### src/rtl/sample_packer.sv
// sample_packer: assembles four phase-strobed byte lanes of a probe channel
// into 32-bit words and queues them in a 2-entry output FIFO.
//
//   state     | meaning
//   ----------+-----------------------------------------------------------
//   S_IDLE    | run disabled; FIFO still drains, counters/flags held
//   S_CAPTURE | lanes captured in order 1->2->4->8, words pushed to FIFO
//   S_DONE    | DEPTH words pushed; strobes ignored, FIFO drains
module sample_packer #(
  parameter int unsigned DEPTH = 1024
) (
  input  logic        CLKin,
  input  logic        RSTn,
  input  logic        start,
  input  logic [3:0]  phase,
  input  logic [7:0]  din,
  output logic [31:0] word_data,
  output logic        word_valid,
  input  logic        word_ready,
  output logic [15:0] word_count,
  output logic        done,
  output logic        overflow,
  output logic        seq_err
);

  typedef enum logic [1:0] {S_IDLE, S_CAPTURE, S_DONE} state_t;

  localparam logic [15:0] DEPTH_W = DEPTH[15:0];

  state_t      state, state_n;
  logic [1:0]  lane, lane_eff, lane_n;
  logic [31:0] asm_q, asm_n;
  logic [31:0] push_word;
  logic        push_req, push_ok, pop, full, seq_set;
  logic        active, first, one_hot, last_word;
  logic [15:0] count_base, count_inc, count_n;
  logic        ovf_base, serr_base, overflow_n, seq_err_n;

  logic [31:0] mem [2];
  logic        wr_ptr, rd_ptr;
  logic [1:0]  fifo_cnt;

  // The IDLE->CAPTURE cycle sees cleared run state so a strobe in that
  // same cycle is handled as the first strobe of a fresh run.
  assign first      = (state == S_IDLE) && start;
  assign active     = start && (state != S_DONE);
  assign lane_eff   = first ? 2'd0 : lane;
  assign count_base = first ? 16'd0 : word_count;
  assign ovf_base   = first ? 1'b0 : overflow;
  assign serr_base  = first ? 1'b0 : seq_err;
  assign one_hot    = (phase != 4'b0) && ((phase & (phase - 4'd1)) == 4'b0);

  assign full       = (fifo_cnt == 2'd2);
  assign pop        = word_valid && word_ready;
  assign push_ok    = push_req && (!full || pop);
  assign count_inc  = count_base + 16'd1;
  assign last_word  = (count_inc == DEPTH_W);

  // Lane sequencing and word assembly
  always_comb begin
    lane_n    = lane;
    asm_n     = asm_q;
    push_req  = 1'b0;
    push_word = {din, asm_q[23:0]};
    seq_set   = 1'b0;
    if (!active) begin
      if (!start) begin
        lane_n = 2'd0;
        asm_n  = 32'b0;
      end
    end else begin
      lane_n = lane_eff;
      if (phase == 4'b0) begin
        lane_n = lane_eff;
      end else if (phase == (4'b0001 << lane_eff)) begin
        asm_n[{lane_eff, 3'b000} +: 8] = din;
        lane_n = lane_eff + 2'd1;
        if (lane_eff == 2'd3) push_req = 1'b1;
      end else if (one_hot) begin
        seq_set = 1'b1;
        if (phase == 4'b0001) begin
          asm_n  = {24'b0, din};
          lane_n = 2'd1;
        end else begin
          asm_n  = 32'b0;
          lane_n = 2'd0;
        end
      end else begin
        seq_set = 1'b1;
        asm_n   = 32'b0;
        lane_n  = 2'd0;
      end
    end
  end

  // Run counters and sticky flags
  always_comb begin
    count_n    = count_base;
    overflow_n = ovf_base | (push_req & !push_ok);
    seq_err_n  = serr_base | seq_set;
    if (push_ok && (count_base != DEPTH_W)) count_n = count_inc;
  end

  // Next-state logic; start low always returns to idle
  always_comb begin
    state_n = state;
    case (state)
      S_IDLE:    if (start) state_n = S_CAPTURE;
      S_CAPTURE: if (push_ok && last_word) state_n = S_DONE;
      S_DONE:    state_n = S_DONE;
      default:   state_n = S_IDLE;
    endcase
    if (first && push_ok && last_word) state_n = S_DONE;
    if (!start) state_n = S_IDLE;
  end

  // State, lane pointer, assembly register and run status
  always_ff @(posedge CLKin or negedge RSTn) begin
    if (!RSTn) begin
      state      <= S_IDLE;
      lane       <= 2'd0;
      asm_q      <= 32'b0;
      word_count <= 16'd0;
      overflow   <= 1'b0;
      seq_err    <= 1'b0;
    end else begin
      state      <= state_n;
      lane       <= lane_n;
      asm_q      <= asm_n;
      word_count <= count_n;
      overflow   <= overflow_n;
      seq_err    <= seq_err_n;
    end
  end

  // Two-entry output FIFO; a push into a full FIFO is accepted when it pops
  always_ff @(posedge CLKin or negedge RSTn) begin
    if (!RSTn) begin
      mem[0]   <= 32'b0;
      mem[1]   <= 32'b0;
      wr_ptr   <= 1'b0;
      rd_ptr   <= 1'b0;
      fifo_cnt <= 2'd0;
    end else begin
      if (push_ok) begin
        mem[wr_ptr] <= push_word;
        wr_ptr      <= ~wr_ptr;
      end
      if (pop) rd_ptr <= ~rd_ptr;
      case ({push_ok, pop})
        2'b10:   fifo_cnt <= fifo_cnt + 2'd1;
        2'b01:   fifo_cnt <= fifo_cnt - 2'd1;
        default: fifo_cnt <= fifo_cnt;
      endcase
    end
  end

  assign word_data  = mem[rd_ptr];
  assign word_valid = (fifo_cnt != 2'd0);
  assign done       = (state == S_DONE);

endmodule

### config.mk
export PLATFORM = sky130hd
export DESIGN_NAME = sample_packer
export DESIGN_NICKNAME = d
export VERILOG_FILES = /design/src/rtl/sample_packer.sv
export SDC_FILE = /design/constraint.sdc
export NUM_CORES = 1
export LEC_CHECK = 0
export ABC_AREA = 1
export BUFFER_PORTS_ARGS = -buffer_cell sky130_fd_sc_hd__buf_2
export CORE_AREA = 2 2 132 134
export CTS_CLUSTER_SIZE = 10
export DETAILED_ROUTE_END_ITERATION = 8
export DIE_AREA = 0 0 134 136
export GPL_TIMING_DRIVEN = 0
export PLACE_DENSITY_LB_ADDON = 0.08
export SYNTH_ARGS = -nofsm -noshare
export SYNTH_HDL_FRONTEND = slang
export SYNTH_SLANG_ARGS = --single-unit
### constraint.sdc
create_clock -name CLKin -period 3.5 [get_ports CLKin]
set_input_delay 0.175 -clock CLKin [delete_from_list [all_inputs] [get_ports CLKin]]
set_output_delay 0.175 -clock CLKin [all_outputs]
set_load 0.03 [all_outputs]
==> flow_summary_export.csv <==
group,metric,value,unit
min_path,hold_class,"in -> reg",
critical_path,crit_chain,"inv_1, ha_1, nand2_2, clkinvlp_4, nor2_4, inv_1, ha_1, nand2_1, nand2_1, nor2_1, nand2_1, nor2_1, nand3_1, o22ai_1",
power_and_ir_drop,switching_share,28.9,%
power_and_ir_drop,ir_drop,0.000352,V
power_and_ir_drop,p_leak,3.53,nW
logic_synthesis,ys_top_cells_by_area,"dfrtp_1 (49%), nand2_1 (17%), inv_1 (5.1%)",
flow_run,drv_cap,0,
power_and_ir_drop,p_per_area,535,nW/um2
global_routing,track_usage,18.9,%
logic_synthesis,syn_avg_cell_area,8.02,um2
timing,rsz0062_at_grt,"false",
drt,drc,0,
timing,worst_slew_pin_slew,0.854,ns
critical_path,path_max_fanout,10,
floorplanning,start_util,34.4,%
power_and_ir_drop,p_int,0.00271,W
critical_path,path_class,"reg -> reg",
logic_synthesis,yosysTopAreaCellShare,49.1,%
power_and_ir_drop,power_frac_clock,46.9,%
power_and_ir_drop,comb_power_share,17.0,%
clock_network,cts_buffer_depth,2,
logic_synthesis,yosysUniqueCellTypes,33,
drt,drtIter0Drc,262,
global_routing,grt_pass1_wl,26.3,mm
critical_path,cp_common_cell,"nand2_1",
power_and_ir_drop,switching_power,0.00110,W
logic_synthesis,yosysWarnings,0,
timing,hold_viol_final,0,
logic_synthesis,ys_seq_elements,114,
drt,first_pass_iters,4,
logic_synthesis,yosysSeqAreaShare,49.1,%
global_routing,grt_max_degree,61,
logic_synthesis,yosysTopAreaCell,"dfrtp_1",
place,placed_area,6450,um2
clock_network,clk_pin_slew_worst_paths,0.06,ns
clock_network,clock-root-buffer,"clkbuf_16",
critical_path,cp_slowest_cell,"dfrtp_1",
critical_path,regToRegSetupSlack,0.38,ns
drt,wl,16.1,mm
floorplanning,die-area,18200,um2
power_and_ir_drop,sequentialPowerShare,36.1,%
final_layout,fin_area,7120,um2
floorplanning,coreArea,16900,um2
critical_path,cp-end-kind,"register",
timing,drv_slew,0,
logic_synthesis,netlist_area,5800,um2
clock_network,cts_sinks,114,
timing,clock.fmax,320,MHz
final_layout,nets,840,
logic_synthesis,synth_cells,724,
timing,period_minus_slack,3.12,ns
place,portBuffers,67,
floorplanning,rows,48,
final_layout,fin_util,42.2,%
run_status,status,"completed",
clock_network,clkLatencyLatePin,0.42,ns
floorplanning,io_pins,68,
critical_path,worst_path_largest_cell_delay,0.37,ns
logic_synthesis,syn-num-nets,750,
clock_network,cts_tree,"built",
clock_network,cts-buffers-inserted,17,
final_layout,drive_gt1_share,19.5,%
drt,routedWlPerCell,15.3,um
drt,viasPerCell,4.79,
critical_path,setup.worst_path.start_class,"register",
timing,slew-limit-headroom,43.1,%
drt,ant_nets,0,
timing,finalSetupViolations,0,
timing,fin_crit_sh,89.2,%
global_routing,grt_overflow,0,
final_layout,syn_to_final_growth,22.6,%
timing,skew,0.00859,ns
global_routing,grt_pass1_vias,4985,
critical_path,critPathArrivalTime,3.44,ns
floorplanning,dieHeight,136,um
global_routing,grt_antenna_before_repair,0,
drt,num_vias,5042,
place,place_congestion,0.852,
final_layout,diodes,0,
floorplanning,die_w,134,um
place,place_hpwl,11.5,mm
clock_network,h-tree-depth,4,
critical_path,crit_required,3.82,ns
state kept, by name, indices dropped and copies added (netlist names):
signal / cells
state: 2
rd_ptr: 1
wr_ptr: 1
overflow: 1
asm_q: 24
word_count: 16
fifo_cnt: 2
lane: 2
mem: 64
seq_err: 1
path summary, 6_finish.rpt:
kind	to	start	depth (start not counted)
min in group asynchronous	mem[41]$_DFFE_PN0P_	RSTn	2
max reg2reg	asm_q[23]$_DFFE_PN0P_	state[0]$_DFFE_PN0P_	14
max	asm_q[23]$_DFFE_PN0P_	state[0]$_DFFE_PN0P_	14
min reg2reg	mem[34]$_DFFE_PN0P_	mem[34]$_DFFE_PN0P_	2
min	asm_q[6]$_DFFE_PN0P_	din[6]	3
max in group asynchronous	asm_q[23]$_DFFE_PN0P_	RSTn	3
layer usage:
metal,vias up,GRT usage (%),part of all wire [%]
li1,2493,-,-
met1,2431,24.0,46
met2,98,31.5,48
met3,20,4.29,4.5
met4,0,6.86,1.6
met5,-,0,0
worst max-delay path: cells and delay by family, from the launching register on:
kind            cells  cell delay (ns)
buf+inv             3             0.42
compound gates      1             0.31
fa+ha+maj           2             0.43
flops               1             0.37
simple gates        8             1.49
cell usage in the layout, fill, tap and decap left out, types with 4 or more instances in the layout:
| master | Yosys | layout |
|---|---|---|
| nand2_1 | 268 | 268 |
| nand4_1 | 9 | 9 |
| nand3_1 | 36 | 36 |
| a21oi_1 | 4 | 4 |
| buf_6 | 11 | 12 |
| clkinv_2 | 0 | 5 |
| xor2_1 | 6 | 6 |
| nand2_2 | 6 | 6 |
| clkbuf_8 | 0 | 4 |
| nor2_4 | 4 | 5 |
| o21ai_1 | 29 | 29 |
| o22ai_1 | 17 | 17 |
| o21ai_0 | 37 | 37 |
| ha_1 | 10 | 10 |
| o21ai_2 | 17 | 17 |
| buf_2 | 2 | 68 |
| nor2_1 | 27 | 25 |
| inv_1 | 79 | 79 |
| clkbuf_1 | 14 | 13 |
| clkbuf_16 | 0 | 17 |
| dfrtp_1 | 114 | 114 |
| o31ai_1 | 8 | 8 |
| nor2_2 | 5 | 6 |
per-stage QoR:
step | cells | total power [W] | hold slack (ns) | setup slack [ns] | setup TNS, ns
2_1_floorplan | 724 | 0.00180 | -0.121 | 0.710 | 0
3_3_place_gp | 1016 | 0.00202 | 0.466 | -0.117 | -1.28
3_5_place_dp | 1017 | 0.00204 | 0.171 | -0.153 | -2.03
4_1_cts | 1050 | 0.00384 | 0.0430 | 0.0000688 | 0
5_1_grt | 1052 | 0.00398 | 0.0536 | 0.0328 | 0
6_report | 1052 | 0.00381 | 0.0535 | 0.376 | 0
cell usage after synthesis:
library cell	n
ha_1	10
xnor2_1	1
nand2_1	268
nand3_4	1
buf_6	11
o211ai_1	2
clkbuf_1	14
o21ai_1	29
nand4_4	1
o22ai_1	17
nor4_2	1
a21oi_2	1
a21oi_1	4
a21boi_0	1
nor2_4	4
nand4_1	9
nand2_2	6
nor4_1	2
inv_2	3
dfrtp_1	114
buf_2	2
xor2_1	6
inv_1	79
o31ai_1	8
o21ai_2	17
or2_1	1
nor2_1	27
clkinv_1	4
o21ai_0	37
nand3_1	36
nor2_2	5
o21bai_2	1
nand3_2	2
logic make-up (layout without fill, tap and decap cells):
logic type,count (synthesis),in the layout,synth area share (%)
AND/OR/NAND/NOR,363,363,26.7
flip-flops,114,114,49.1
buffers and inverters,113,216,8.77
XOR/XNOR,7,7,1.06
adder cells (fa/ha/maj),10,10,2.16
AO/OA/AOI/OAI,117,117,12.2
what timing repair did:
action / CTS / global route
hold endpoints to repair: 54 / 0
resized for setup: 1 / 8
buffers inserted: 0 / 2
hold buffers: 1 / 0
pin swaps: 1 / 2
setup endpoints to repair: 36 / 59
area by class of cell:
class,count,area [um2]
clock inverters,10,130
plain buffers,27,189
multi-input cells,497,2460
repair buffers,71,394
inverters,86,327
well taps,225,282
clock buffers,22,484
fillers,1727,9760
flip-flops and latches,114,2850
power groups by stage:
stage / sequential [W] / combinational (W) / clock, W
floorplan: 0.00141 / 0.000396 / 0
global placement: 0.00140 / 0.000624 / 0
detailed placement: 0.00140 / 0.000637 / 0
CTS: 0.00138 / 0.000642 / 0.00182
global route: 0.00138 / 0.000719 / 0.00188
finish: 0.00138 / 0.000646 / 0.00179
(Power assumes the default switching activity.)
